===== src/rtl/gpio_pkg.sv =====
// rtl/gpio_pkg.sv - register map and status layout shared by the GPIO/UART peripheral
package gpio_pkg;

    localparam logic [2:0] REG_OUT        = 3'd0;
    localparam logic [2:0] REG_OUT_SET    = 3'd1;
    localparam logic [2:0] REG_OUT_CLR    = 3'd2;
    localparam logic [2:0] REG_IN         = 3'd3;
    localparam logic [2:0] REG_IRQ_STATUS = 3'd4;
    localparam logic [2:0] REG_IRQ_ENABLE = 3'd5;
    localparam logic [2:0] REG_RX_DATA    = 3'd6;
    localparam logic [2:0] REG_RX_STATUS  = 3'd7;

    localparam logic [2:0] ACC_STATE = 3'd6;

    localparam int RX_EMPTY_BIT  = 0;
    localparam int RX_FULL_BIT   = 1;
    localparam int RX_OVF_BIT    = 2;
    localparam int RX_COUNT_LSB  = 8;

endpackage


===== src/rtl/sync_fifo.sv =====
// rtl/sync_fifo.sv - show-ahead FIFO; a pop frees room for a same-cycle push when full
module sync_fifo #(
    parameter int WIDTH = 8,
    parameter int DEPTH = 8
) (
    input  logic                     clk,
    input  logic                     rst,
    input  logic                     push,
    input  logic                     pop,
    input  logic [WIDTH-1:0]         din,
    output logic [WIDTH-1:0]         dout,
    output logic                     empty,
    output logic                     full,
    output logic [$clog2(DEPTH):0]   count,
    output logic                     overflow_evt
);

    localparam int AW = $clog2(DEPTH);
    localparam int CW = AW + 1;

    logic [WIDTH-1:0] mem [DEPTH];
    logic [AW-1:0]    wr_ptr;
    logic [AW-1:0]    rd_ptr;
    logic             do_push;
    logic             do_pop;

    assign empty        = (count == '0);
    assign full         = (count == CW'(DEPTH));
    assign do_pop       = pop && !empty;
    assign do_push      = push && (!full || do_pop);
    assign overflow_evt = push && full && !do_pop;
    assign dout         = mem[rd_ptr];

    always_ff @(posedge clk) begin
        if (do_push) begin
            mem[wr_ptr] <= din;
        end
    end

    // Power-of-two depth lets the pointers wrap naturally.
    always_ff @(posedge clk or posedge rst) begin
        if (rst) begin
            wr_ptr <= '0;
            rd_ptr <= '0;
            count  <= '0;
        end else begin
            if (do_push) wr_ptr <= wr_ptr + 1'b1;
            if (do_pop)  rd_ptr <= rd_ptr + 1'b1;
            count <= count + CW'(do_push) - CW'(do_pop);
        end
    end

endmodule


===== src/rtl/gpio_uart_ctrl.sv =====
// rtl/gpio_uart_ctrl.sv - memory-mapped output/input banks with edge IRQs and a UART RX FIFO
module gpio_uart_ctrl
    import gpio_pkg::*;
#(
    parameter int NUM_OUT  = 4,
    parameter int NUM_IN   = 4,
    parameter int RX_DEPTH = 8
) (
    input  logic               clk,
    input  logic               rst,
    input  logic [2:0]         state,
    input  logic               enabled,
    input  logic               load_enable,
    input  logic               store_enable,
    input  logic [31:0]        address,
    input  logic [31:0]        data_in,
    output logic [31:0]        data_out,
    input  logic [NUM_IN-1:0]  gpio_in,
    output logic [NUM_OUT-1:0] gpio_out,
    input  logic [7:0]         rx_byte,
    input  logic               rx_valid,
    output logic               irq
);

    localparam int CW = $clog2(RX_DEPTH) + 1;

    logic              acc, wr, rd;
    logic [2:0]        idx;
    logic [NUM_IN-1:0] sync1, sync2, hist, rise, w1c;
    logic [NUM_IN-1:0] irq_status, irq_enable;
    logic              overflow;
    logic              ovf_clr;
    logic [7:0]        fifo_dout;
    logic              fifo_empty, fifo_full, ovf_evt;
    logic [CW-1:0]     fifo_count;
    logic [31:0]       count32;
    logic [7:0]        count8;
    logic [31:0]       rd_data;
    logic              unused_bits;

    assign acc     = enabled && (state == ACC_STATE);
    assign wr      = acc && store_enable;
    assign rd      = acc && load_enable && !store_enable;
    assign idx     = address[4:2];
    assign rise    = sync2 & ~hist;
    assign w1c     = (wr && idx == REG_IRQ_STATUS) ? data_in[NUM_IN-1:0] : '0;
    assign ovf_clr = wr && (idx == REG_RX_STATUS);
    assign count32 = 32'(fifo_count);
    assign count8  = (count32 > 32'd255) ? 8'hFF : count32[7:0];
    assign unused_bits = ^{address[31:5], address[1:0], data_in};

    sync_fifo #(.WIDTH(8), .DEPTH(RX_DEPTH)) u_rx_fifo (
        .clk          (clk),
        .rst          (rst),
        .push         (rx_valid),
        .pop          (rd && idx == REG_RX_DATA),
        .din          (rx_byte),
        .dout         (fifo_dout),
        .empty        (fifo_empty),
        .full         (fifo_full),
        .count        (fifo_count),
        .overflow_evt (ovf_evt)
    );

    always_comb begin
        rd_data = '0;
        case (idx)
            REG_OUT:        rd_data = 32'(gpio_out);
            REG_IN:         rd_data = 32'(sync2);
            REG_IRQ_STATUS: rd_data = 32'(irq_status);
            REG_IRQ_ENABLE: rd_data = 32'(irq_enable);
            REG_RX_DATA:    rd_data = fifo_empty ? 32'd0 : 32'(fifo_dout);
            REG_RX_STATUS: begin
                rd_data[RX_EMPTY_BIT]              = fifo_empty;
                rd_data[RX_FULL_BIT]               = fifo_full;
                rd_data[RX_OVF_BIT]                = overflow;
                rd_data[RX_COUNT_LSB +: 8]         = count8;
            end
            default:        rd_data = '0;
        endcase
    end

    // New edges and new overflow events take priority over same-cycle clears.
    always_ff @(posedge clk or posedge rst) begin
        if (rst) begin
            gpio_out   <= '0;
            data_out   <= '0;
            irq        <= 1'b0;
            sync1      <= '0;
            sync2      <= '0;
            hist       <= '0;
            irq_status <= '0;
            irq_enable <= '0;
            overflow   <= 1'b0;
        end else begin
            sync1      <= gpio_in;
            sync2      <= sync1;
            hist       <= sync2;
            irq_status <= (irq_status & ~w1c) | rise;
            irq        <= |(irq_status & irq_enable);
            overflow   <= ovf_evt | (overflow & ~ovf_clr);
            if (wr) begin
                case (idx)
                    REG_OUT:        gpio_out   <= data_in[NUM_OUT-1:0];
                    REG_OUT_SET:    gpio_out   <= gpio_out | data_in[NUM_OUT-1:0];
                    REG_OUT_CLR:    gpio_out   <= gpio_out & ~data_in[NUM_OUT-1:0];
                    REG_IRQ_ENABLE: irq_enable <= data_in[NUM_IN-1:0];
                    default: ;
                endcase
            end
            if (rd) begin
                data_out <= rd_data;
            end
        end
    end

endmodule


===== config.mk =====
export PLATFORM = sky130hd
export DESIGN_NAME = gpio_uart_ctrl
export DESIGN_NICKNAME = d
export VERILOG_FILES = /design/src/rtl/gpio_pkg.sv /design/src/rtl/sync_fifo.sv /design/src/rtl/gpio_uart_ctrl.sv
export SDC_FILE = /design/constraint.sdc
export NUM_CORES = 1
export LEC_CHECK = 0
export ABC_AREA = 1
export BUFFER_PORTS_ARGS = -buffer_cell sky130_fd_sc_hd__buf_2
export CORE_UTILIZATION = 50
export CTS_CLUSTER_SIZE = 25
export DETAILED_ROUTE_END_ITERATION = 6
export PLACE_DENSITY = 0.76
export REMOVE_ABC_BUFFERS = 1
export SYNTH_ARGS = -nofsm -noshare
export SYNTH_HDL_FRONTEND = slang
export SYNTH_SLANG_ARGS = --single-unit

===== constraint.sdc =====
create_clock -name clk -period 2.7 [get_ports clk]
set_input_delay 0.27 -clock clk [delete_from_list [all_inputs] [get_ports clk]]
set_output_delay 0.27 -clock clk [all_outputs]
set_load 0.05 [all_outputs]

; ---- Word-level counts from Yosys, hierarchy flattened
; Memories as Yosys holds them, arrays and structs flattened.
; Cells that the tools add are included.
[totals]
ramBits = 64
elab_cells = 70
reg_bits = 68
n_memories = 1
in_bits = 85
[mem_list]
columns = name, words, word_bits, rd, rd_ports_with_merged_regs, wr, line
row1 = u_rx_fifo.mem, 8, 8, 1, 0, 1, sync_fifo.sv:21  ; logic [WIDTH-1:0] mem [DEPTH];
[classes]
eq_ne = 9
addsub = 4
magnitude_cmp = 1
muxes = 9
n_reduce_logical = 22
bitwise = 12
[ops]
columns = op, n
row1 = 5-bit one-hot mux with 5 select lines, 1
row2 = 3-bit one-hot mux with 6 select lines, 1
row3 = 4-bit bitwise AND, 4
row4 = 8-bit two-way mux, 2
row5 = 8-bit one-hot mux with 2 select lines, 1
row6 = "3-bit equality test, second input constant", 5
row7 = 4-bit inverter, 3
row8 = 4-bit one-hot mux with 3 select lines, 1
row9 = 1-bit logical AND, 11
row10 = "4-bit by 8-bit > comparator with 1-bit output, second input constant", 1
row11 = 4-bit OR, 2
row12 = "3-bit by 1-bit adder with 3-bit output, second input constant", 2
row13 = "3-bit by 2-bit equality test with 1-bit output, second input constant", 2
row14 = 4-bit by 1-bit adder with 4-bit output, 1
row15 = "4-bit equality test, second input constant", 1
row16 = 1-bit zero test, 4
row17 = 4-bit zero test, 1
row18 = 4-bit two-way mux, 1
row19 = 2-bit AND reduction, 2
row20 = 4-bit OR reduction, 1
row21 = 4-bit by 1-bit subtractor with 4-bit output, 1
row22 = "3-bit by 1-bit equality test with 1-bit output, second input constant", 1
row23 = 3-bit zero test, 1
row24 = 3-bit nonzero test, 1
row25 = 5 further kinds, 6

; ---- Depth between registers and ports, before layout
; Gate-level depths: netlist of run 1.
[depth]
word_depth = 10
depth_mapped = 12
ltp_nobuf = 12

; ---- Cells and area by module
; A second synthesis of run 1 with hierarchy kept.
[unflattened]
cells_unflattened = 528
area_unflattened_um2 = 5178.7
[modules_own_cells]
columns = module, instances, area_per_inst_um2, seq_area_each_um2, cells_each
row1 = sync_fifo, 1, 3284.4, 2172.1, 294
row2 = gpio_uart_ctrl, 1, 1894.3, 950.9, 234

; ---- Least setup slack after synthesis of run 1
; Ideal clock, no wire load.
[synth_timing]
kind = reg2reg
from = register u_rx_fifo.count[2]
to = register u_rx_fifo.count[2]
arrival_time_ns = 2.163
t_required_ns = 2.577
synth_period_minus_slack_ns = 2.286
stages_incl_launch_ff = 13
slack_ns = 0.414
cell_sequence = dfrtp_1 -> inv_1 -> ha_1 -> nor3b_1 -> nor2_4 -> nand2_4 -> inv_2 -> ha_1 -> inv_1 -> ha_1 -> inv_1 -> fa_1 -> xnor2_1
[synth_via]
elab_chain_len = 7
word_cells_on_any_way = 9
[synth_lines]
columns = element, line
row1 = "start, declared", sync_fifo.sv:14  ; output logic [$clog2(DEPTH):0] count,
row2 = "start signal, assigned", sync_fifo.sv:49  ; count <= count + CW'(do_push) - CW'(do_pop);
row3 = 4-bit zero test *, sync_fifo.sv:27  ; assign empty = (count == '0);
row4 = 1-bit zero test *, sync_fifo.sv:29  ; assign do_pop = pop && !empty;
row5 = 1-bit logical AND *, sync_fifo.sv:29
row6 = via u_rx_fifo.do_pop, sync_fifo.sv:25  ; logic do_pop;
row7 = 1-bit logical OR, sync_fifo.sv:30  ; assign do_push = push && (!full || do_pop);
row8 = 1-bit logical AND, sync_fifo.sv:30
row9 = 4-bit by 1-bit adder with 4-bit output, sync_fifo.sv:49
row10 = 4-bit by 1-bit subtractor with 4-bit output *, sync_fifo.sv:49
; The timed path passes the listed nets; every way through them passes the cells marked *.
; A chain may end at the register's enable or synchronous reset.

; ---- Worst setup path after layout of run 1
[layout_timing]
from = register u_rx_fifo.count[2]
to = memory u_rx_fifo.mem[0][2] (enable)
[layout_via]
elab_chain_len = 7
word_cells_on_any_way = 9
[layout_lines]
columns = element, line
row1 = 4-bit zero test, sync_fifo.sv:27
row2 = 1-bit zero test, sync_fifo.sv:29
row3 = 1-bit logical AND, sync_fifo.sv:29
row4 = 1-bit logical OR *, sync_fifo.sv:30
row5 = 1-bit logical AND *, sync_fifo.sv:30
row6 = via u_rx_fifo.do_push, sync_fifo.sv:24  ; logic do_push;
row7 = 1-bit two-way mux *, sync_fifo.sv:35  ; if (do_push) begin
row8 = 1-bit two-way mux (not written as such) *, sync_fifo.sv:36  ; mem[wr_ptr] <= din;
row9 = "end, declared", sync_fifo.sv:21
; Marked as above.

==> out/results.ini, run 1 <==
[final_layout]
diodes=0
instances_no_fill=678
drive_gt1_frac=0.151
final-seq-area_um2=3120
fillCellCount=802
multiInputGateArea_um2=1440
finalNetCount=638
area_growth_pct=11.5
layout_common_cells=nand2_1, edfxtp_1, inv_1, dfrtp_1, buf_2
mostFrequentLayoutCell=nand2_1

[floorplan]
rows=35
die_area_um2=10200
initial_utilization=0.525
ios=122
core_area_um2=9370
die_y_um=101
die_x_um=101

[power_and_ir_drop]
p_clk_frac=0.224
ir_drop_v=0.000314
switching_share=0.336
power.density_nw_per_um2=746
p_comb_frac=0.241
power_w=0.00410
p_int_w=0.00272
leakagePower_nw=2.49
switching_power_w=0.00138
pwr-share-seq=0.535

[setup_path]
rr_endpoint=u_rx_fifo.mem[0][2]$_DFFE_PP_
r2r_setup_slack_ns=0.14
critical_path_class=reg -> reg
reg2reg_from=u_rx_fifo.count[2]$_DFF_PP0_
crit_path_end=u_rx_fifo.mem[0][2]$_DFFE_PP_
start_kind=register
critPathRequiredTime_ns=2.69
cp-startpoint=u_rx_fifo.count[2]$_DFF_PP0_
path_max_fanout=8
reg2reg_depth=8
critPathArrivalTime_ns=2.55
end_kind=register

[yosys]
synth.avg_cell_area_um2=10.2
yosys_warnings=0
synthDistinctLibCells=29
synth-seq-area-share=0.634
ys_ff_latch=112
syn_area_um2=4920
synth_cells=485

[grt]
grt_pass1_wl_um=15700
grt_pass1_vias=3204
grt_max_degree=49
grt_overflow=0
antenna_found_initial=0
grt_usage=0.206

[run]
cap_violations=0

[route]
firstDrtPassIters=5
vias_per_cell=5.04
wl_per_cell_um=14.4
drt_iter0_drc=210
remaining_drc_errors=0
routed_wl_um=9790
ant_nets=0
vias=3419

[clock_network]
htreeDepth=3
clkTransAtPathRegs_ns=0.10
clock_path_buffers=2
cts_root_buffer=clkbuf_8
cts_tree=done
cts_setup_buffers=0
cts_buffers=9
cts_sinks=112
worstSkewPairLatency_ns=0.37

[sta]
finalSetupViolations=0
report.final.slew_viol_count=0
fin_crit_sh=0.947
fmax_ghz=0.391
final_hold_viol_count=0
worst_pin_slew_ns=1.02
skew_ns=0.00880
finalSetupTns_ns=0
finalCriticalPeriod_ns=2.56
rsz0062_at_grt=false
maxSlewHeadroom=0.322

[placed_design]
dp.final_hpwl_um=6620
dp_cells=658
port_buffers=44
place.gp.congestion=0.941

[min_path]
hold_path.class=in -> reg

[outcome]
status=complete, no violations

## final cells by class
type / instances / share of cell area
sequential: 112 / 0.569
multi-input combinational: 297 / 0.261
timing repair buffer: 61 / 0.0652
inverter: 63 / 0.0431
tap: 129 / 0.0294
clock buffer: 9 / 0.0226
clock inverter: 7 / 0.00980
## worst max-delay path, cell delays in order (launching register included)
cell and delay, ns:
dfrtp_1 0.33, inv_1 0.07, ha_1 0.20, nor3b_2 0.19, nor2_4 0.19, nand2_4 0.11, a21oi_4 0.20, nand2_2 0.12
nor2_1 0.76
## cell usage after synthesis (all sizes together)
cell | n | share of area
a21oi | 8 | 0.010
buf | 29 | 0.040
clkbuf | 3 | 0.0023
clkinv | 3 | 0.0023
conb | 1 | 0.00076
dfrtp | 48 | 0.24
edfxtp | 64 | 0.39
fa | 1 | 0.0041
ha | 8 | 0.020
inv | 60 | 0.046
nand2 | 122 | 0.096
nand3 | 34 | 0.036
nand4 | 4 | 0.0051
nor2 | 43 | 0.035
nor3b | 2 | 0.0030
o211ai | 8 | 0.012
o21ai | 38 | 0.039
o31ai | 4 | 0.0061
xnor2 | 3 | 0.0053
xor2 | 2 | 0.0036
## registers in the layout (all words and copies together) (netlist names)
signal / flops
irq_enable: 4
u_rx_fifo.count: 4
irq: 1
irq_status: 4
u_rx_fifo.wr_ptr: 3
u_rx_fifo.mem: 64
sync2: 4
u_rx_fifo.rd_ptr: 3
overflow: 1
gpio_out: 4
data_out: 12
hist: 4
sync1: 4
## power groups by stage
stage	Clock [W]	Sequential (W)	Combinational (W)
floorplan	0	0.00233	0.000561
global placement	0	0.00221	0.000925
finish	0.000917	0.00219	0.000989
detailed placement	0	0.00222	0.000981
CTS	0.000944	0.00219	0.000990
global route	0.00101	0.00222	0.00109
## worst min path at each step
stage | start | endpoint | slack [ns] | cells past startpoint
floorplan | gpio_in[0] | sync1[0]$_DFF_PP0_ | 0.30 | 0
global route | data_in[1] | gpio_out[1]$_DFFE_PP0P_ | 0.13 | 3
finish | data_in[1] | gpio_out[1]$_DFFE_PP0P_ | 0.13 | 3
detailed placement | sync1[3]$_DFF_PP0_ | sync2[3]$_DFF_PP0_ | 0.34 | 0
CTS | data_in[1] | gpio_out[1]$_DFFE_PP0P_ | 0.11 | 3
global placement | sync1[1]$_DFF_PP0_ | sync2[1]$_DFF_PP0_ | 0.33 | 0
## routing by layer
layer / global-route usage / share of wire
met2: 0.337 / 0.49
met4: 0.0925 / 0.021
met1: 0.273 / 0.44
met5: 0 / 0
met3: 0.0345 / 0.052
## kinds of logic after synthesis
kind of cell	Yosys count	share of synthesized area
buffers and inverters	95	0.0902
AO/OA/AOI/OAI	58	0.0673
other	1	0.000762
flip-flops	112	0.634
AND/OR/NAND/NOR	205	0.174
adder cells (fa/ha/maj)	9	0.0244
XOR/XNOR	5	0.00890
## per-stage QoR
stage | instance area (um2) | utilization | setup WS, ns | hold WS (ns)
final | 5490 | 0.586 | 0.144 | 0.125
after detailed placement | 5270 | 0.562 | 0.0743 | 0.337
after global placement | 5270 | 0.562 | 0.126 | 0.333
after CTS | 5480 | 0.585 | 0.0511 | 0.111
after global routing | 5490 | 0.586 | 0.0289 | 0.134
after floorplan | 4790 | - | 0.414 | 0.301
## timing repair
action,4_1_cts,5_1_grt
hold buffers,4,0
endpoints found under the hold margin,4,0
setup endpoints to repair,0,8
resized for setup,0,2
Power figures use the tool's default switching activity.
==> run 2, diff against run 1 <==
Settings changed: CORE_UTILIZATION 50 to 42, CTS_BUF_LIST from default to sky130_fd_sc_hd__clkbuf_16, PLACE_DENSITY 0.76 to 0.65.
==> run 2 against run 1 <==
Largest power group unchanged. Sequential share of layout area fell by 0.92 points. Critical path type unchanged. Count of clock-buffer cells in the layout unchanged. Core utilization shrank 9.7 points. Die area rose by 19%. Clock skew about the same.
==> out/results.ini, run 2 (same netlist as run 1, synthesis figures left out) <==
[sta]
rsz0062_at_grt=false
finalSetupTns_ns=0  ; unchanged
worst_pin_slew_ns=0.983  ; -0.0327 ns
skew_ns=0.00841  ; -0.000387 ns
fin_crit_sh=0.880  ; -0.0670
fin_ws_ns=0.325  ; +0.181 ns
holdWs_ns=0.0228  ; -0.103 ns
final_hold_viol_count=0  ; unchanged
finalSetupViolations=0  ; unchanged
maxSlewHeadroom=0.344  ; +0.0218
finalCriticalPeriod_ns=2.38  ; -0.181 ns
report.final.slew_viol_count=0  ; unchanged
fmax_ghz=0.421  ; +7.6%

[setup_path]
cp_slowest_stage_delay_ns=0.38  ; -0.38 ns
cp-startpoint=u_rx_fifo.count[2]$_DFF_PP0_
cp_slowest_cell=fa_1
crit_chain=inv_1 -> ha_1 -> nor3b_2 -> nor2_4 -> nand2_4 -> inv_2 -> ha_1 -> inv_1 -> ha_1 -> inv_1 -> fa_1 -> xnor2_1
end_kind=register
critPathArrivalTime_ns=2.61  ; +0.06 ns
reg2reg_from=u_rx_fifo.count[2]$_DFF_PP0_
critPathRequiredTime_ns=2.94  ; +0.25 ns
start_kind=register
r2r_setup_slack_ns=0.32  ; +0.18 ns
critical_path_class=reg -> reg
path_max_fanout=5  ; -3

[floorplan]
die_y_um=110  ; +8.9%
ios=122  ; unchanged
initial_utilization=0.431  ; -0.0942
core_area_um2=11400  ; +22%
rows=39  ; +11%
die_x_um=110  ; +8.9%
die_area_um2=12200  ; +19%

[grt]
grtUsageMet1=0.233  ; -0.0394
grt_max_degree=49  ; unchanged
antenna_found_initial=0  ; unchanged
grt_pass1_wl_um=15300  ; -2.5%
busiest_layer=met2
grt_usage=0.172  ; -0.0340
grt_use_met2=0.268  ; -0.0686
grt_overflow=0  ; unchanged
grtUsageMet3=0.0312  ; -0.00335
grt_pass1_vias=3111  ; -2.9%

[placed_design]
place_ws_ns=0.148  ; +0.0736 ns
place.gp.congestion=0.851  ; -9.6%
port_buffers=44  ; unchanged
dp.final_hpwl_um=6540  ; -1.2%
dp_cells=674  ; +2.4%

[clock_network]
cts_buffers=9  ; unchanged
cts_sinks=112  ; unchanged
worstSkewPairLatency_ns=0.35  ; -0.02 ns
cts_setup_buffers=0  ; unchanged
cts_tree=done
clkTransAtPathRegs_ns=0.07  ; -0.03 ns
hold_buffers=0  ; -4
cts_root_buffer=clkbuf_16
htreeDepth=3  ; unchanged
clock_path_buffers=2  ; unchanged

[final_layout]
finalNetCount=636  ; -0.31%
instances_no_fill=690  ; +1.8%
reg_top3=u_rx_fifo.mem (64), data_out (12)
top_register=u_rx_fifo.mem
layout_common_cells=nand2_1, edfxtp_1, inv_1, dfrtp_1, buf_2
largest_reg_flops=64  ; unchanged
area_growth_pct=13.4
diodes=0  ; unchanged
mostFrequentLayoutCell=nand2_1
drive_gt1_frac=0.154  ; +0.00238

[route]
routed_wl_um=9580  ; -2.1%
ant_nets=0  ; unchanged
drt_iter0_drc=258  ; +23%
firstDrtPassIters=4  ; -1
vias=3323  ; -2.8%
wl_per_cell_um=13.9  ; -3.8%
vias_per_cell=4.82  ; -4.5%
remaining_drc_errors=0  ; unchanged

[power_and_ir_drop]
ir_drop_v=0.000323  ; +3.1%
leakagePower_nw=2.52  ; +1.4%
power.density_nw_per_um2=789  ; +5.8%

[min_path]
min_from=gpio_in[3]
hold_path.class=in -> reg

[run]
cap_violations=0  ; unchanged

[outcome]
status=complete, no violations

==> run 2: cell count changes in the layout (fill, tap and decap cells not counted) <==
cell / before / now
inv_6: 1 / 4
inv_1: 59 / 58
buf_4: 13 / 15
clkinv_2: 0 / 1
nor2_2: 2 / 1
clkinv_4: 2 / 1
clkbuf_16: 0 / 9
dlygate4sd3_1: 4 / 0
clkinv_1: 3 / 4
nor2_1: 40 / 41
inv_8: 1 / 0
clkbuf_8: 9 / 0
inv_4: 2 / 0
==> run 2: layout make-up <==
type | instances | area, um2
clock buffers | 9 | 225
inverters | 63 | 236
fillers | 1055 | 5840
flip-flops and latches | 112 | 3120
repair buffers | 59 | 333
well taps | 143 | 179
multi-input cells | 297 | 1430
clock inverters | 7 | 52.6
==> run 2: routing by layer <==
| layer | share of wire | up-vias |
|---|---|---|
| met4 | 0.021 | 0 |
| met2 | 0.47 | 88 |
| met5 | 0 | - |
| met3 | 0.052 | 16 |
| met1 | 0.46 | 1564 |
| li1 | - | 1655 |
==> run 2: path summary, 6_finish.rpt <==
kind,end,cells past startpoint
max,u_rx_fifo.count[2]$_DFF_PP0_,12
min,sync1[3]$_DFF_PP0_,1
max reg2reg,u_rx_fifo.count[2]$_DFF_PP0_,12
min reg2reg,sync2[1]$_DFF_PP0_,0
max in group asynchronous,sync1[1]$_DFF_PP0_,2
min in group asynchronous,u_rx_fifo.count[3]$_DFF_PP0_,2
==> run 2: through the flow <==
step                       util  power (W)  instance area [um2]
final                     0.489    0.00441                 5580
after global placement    0.464    0.00316                 5300
after global routing      0.489    0.00465                 5580
after CTS                 0.488    0.00445                 5580
after detailed placement  0.464    0.00321                 5300
after floorplan               -    0.00289                 4790
==> run 2: timing repair <==
item,CTS,global route
resized for setup,0,1
setup endpoints to repair,0,1
hold endpoints to repair,0,0
==> run 2: worst max-delay path: cells and delay by family (launching register included) <==
family | cells | cell delay [ns]
buffers and inverters | 4 | 0.29
flip-flops | 1 | 0.36
adder cells (fa/ha/maj) | 4 | 0.98
XOR/XNOR | 1 | 0.13
AND/OR/NAND/NOR | 3 | 0.51
==> run 2: power breakdown <==
part | internal, W | switching (W)
clock network | 0.000636 | 0.000607
logic | 0.000312 | 0.000663
registers | 0.00207 | 0.000120
==> run 3, diff against run 2 <==
Settings changed: CORE_UTILIZATION 42 to 40, PLACE_DENSITY 0.65 to default.
Clock period 2.7 ns to 2.9 ns, I/O delays scaled along.
==> run 3 against run 2 <==
Die area up 4.9%. Worst setup slack better by 0.070 ns. Worst hold slack better by 0.026 ns. Non-clock buffer count down 1. Final cell count up 0.43%.
==> out/results.ini, run 3 (same netlist as run 1, synthesis figures left out) <==
[final_layout]
drive_gt1_frac=0.152  ; -0.00155
utilization=0.466  ; -0.0232
mostFrequentLayoutCell=nand2_1
multiInputGateArea_um2=1430  ; -0.35%
final-seq-area_um2=3120  ; unchanged
reg_top3=u_rx_fifo.mem (64), data_out (12)
largest_reg_flops=64  ; unchanged
fillCellCount=1151  ; +9.1%
finalNetCount=635  ; -0.16%
layout_common_cells=nand2_1, edfxtp_1, inv_1, dfrtp_1, buf_2
top_register=u_rx_fifo.mem
diodes=0  ; unchanged
area_growth_pct=13.6

[route]
ant_nets=0  ; unchanged
routed_wl_um=9610  ; +0.30%
remaining_drc_errors=0  ; unchanged
firstDrtPassIters=5  ; +1
m1WireLength_um=4490  ; +2.5%
wl_met2_um=4490  ; -0.36%
vias_per_cell=4.84  ; +0.59%
wl_per_cell_um=13.9  ; -0.13%
vias=3357  ; +1.0%
drt_iter0_drc=200  ; -22%
wl_met3_um=483  ; -2.4%
highest_layer=met4

[setup_path]
rr_endpoint=u_rx_fifo.count[1]$_DFF_PP0_
path_common_cell=inv_1
reg2reg_depth=13  ; +1
cp_slowest_cell=fa_1
end_kind=register
critPathArrivalTime_ns=2.76  ; +0.15 ns
critPathRequiredTime_ns=3.15  ; +0.21 ns
start_kind=register
cp_slowest_stage_delay_ns=0.48  ; +0.10 ns
r2r_setup_slack_ns=0.40  ; +0.07 ns
critical_path_class=reg -> reg
path_max_fanout=8  ; +3
crit_chain=inv_1 -> ha_1 -> nor3b_1 -> buf_4 -> nor2_4 -> nand2_4 -> inv_2 -> ha_1 -> inv_1 -> ha_1 -> inv_1 -> fa_1 -> inv_1
reg2reg_from=u_rx_fifo.count[2]$_DFF_PP0_

[placed_design]
dp.final_hpwl_um=6460  ; -1.2%
place.gp.congestion=0.835  ; -1.8%
port_buffers=44  ; unchanged

[clock_network]
cts_resized=0  ; unchanged
clkTransAtPathRegs_ns=0.08  ; about the same
htreeDepth=3  ; unchanged
hold_buffers=0  ; unchanged
cts_tree=done
cts_root_buffer=clkbuf_16
cts_sinks=112  ; unchanged
cts_setup_buffers=0  ; unchanged
clock_path_buffers=2  ; unchanged
worstSkewPairLatency_ns=0.35  ; about the same
cts_buffers=9  ; unchanged

[sta]
skew_ns=0.0113  ; +0.00286 ns
fmax_ghz=0.399  ; -5.2%
fin_crit_sh=0.864  ; -0.0160
finalSetupViolations=0  ; unchanged
worst_pin_slew_ns=1.00  ; +0.0200 ns
final_hold_viol_count=0  ; unchanged
finalCriticalPeriod_ns=2.50  ; +0.130 ns
finalSetupTns_ns=0  ; unchanged
report.final.slew_viol_count=0  ; unchanged
rsz0062_at_grt=false
maxSlewHeadroom=0.331  ; -0.0133

[floorplan]
die_x_um=113  ; +2.4%
ios=122  ; unchanged
die_y_um=113  ; +2.4%
core_area_um2=12000  ; +5.2%
initial_utilization=0.410  ; -0.0213
rows=40  ; +2.6%
die_area_um2=12800  ; +4.9%

[grt]
grt_max_degree=49  ; unchanged
grt_overflow=0  ; unchanged
grt_pass1_wl_um=15900  ; +3.7%
grt_usage=0.166  ; -0.00658
antenna_found_initial=0  ; unchanged
grt_pass1_vias=3164  ; +1.7%

[run]
cap_violations=0  ; unchanged

[outcome]
status=complete, no violations

[min_path]
hold-path-endpoint=sync1[1]$_DFF_PP0_
whs_path_depth=1  ; unchanged
min_from=gpio_in[1]
hold_path.class=in -> reg

[power_and_ir_drop]
leakagePower_nw=2.52  ; about the same
ir_drop_v=0.000280  ; -13%
power.density_nw_per_um2=745  ; -5.6%
power_w=0.00417  ; -5.5%

run 3: cell count changes in the layout (fill, tap and decap cells not counted), sizes merged:
cell and change:
clkinv -1, buf -1, clkinvlp +1
run 3: worst max-delay path by stage:
| stage | from | endpoint | slack, ns | depth (start not counted) |
|---|---|---|---|---|
| floorplan | u_rx_fifo.count[2]$_DFF_PP0_ | u_rx_fifo.count[2]$_DFF_PP0_ | 0.61 | 12 |
| global placement | u_rx_fifo.count[2]$_DFF_PP0_ | u_rx_fifo.count[2]$_DFF_PP0_ | 0.44 | 13 |
| detailed placement | u_rx_fifo.count[2]$_DFF_PP0_ | u_rx_fifo.count[1]$_DFF_PP0_ | 0.41 | 13 |
| CTS | u_rx_fifo.count[2]$_DFF_PP0_ | u_rx_fifo.count[1]$_DFF_PP0_ | 0.40 | 13 |
| global route | u_rx_fifo.count[2]$_DFF_PP0_ | u_rx_fifo.count[1]$_DFF_PP0_ | 0.23 | 13 |
| finish | u_rx_fifo.count[2]$_DFF_PP0_ | u_rx_fifo.count[1]$_DFF_PP0_ | 0.40 | 13 |
run 3: report_power, final:
group | switching, W | internal (W)
Sequential | 0.000109 | 0.00192
Combinational | 0.000608 | 0.000288
Clock | 0.000623 | 0.000613
run 3: stage by stage:
step / setup slack [ns] / hold WS (ns) / cells / cell area (um2)
after CTS: 0.396 / 0.0370 / 693 / 5590
final: 0.395 / 0.0483 / 693 / 5590
after floorplan: 0.614 / 0.321 / 472 / 4790
after global placement: 0.442 / 0.333 / 677 / 5300
after detailed placement: 0.408 / 0.335 / 677 / 5300
after global routing: 0.227 / 0.0369 / 693 / 5590
run 3: worst max-delay path, delay by kind of cell, from the launching register on:
kind                     cells  cell delay [ns]
adder cells (fa/ha/maj)      4             1.10
AND/OR/NAND/NOR              3             0.45
flip-flops                   1             0.33
buffers and inverters        6             0.55
run 3: cell type report:
type | count | area share
Clock buffer | 9 | 0.0403
Clock inverter | 7 | 0.0128
Inverter | 63 | 0.0423
Multi-Input combinational cell | 297 | 0.255
Sequential cell | 112 | 0.558
Tap cell | 147 | 0.0329
Timing Repair Buffer | 58 | 0.0582
run 3: routing by layer:
layer,up-vias,global-route usage
met5,-,0
met4,0,0.0553
met3,12,0.0386
met2,100,0.268
met1,1595,0.221
li1,1650,-
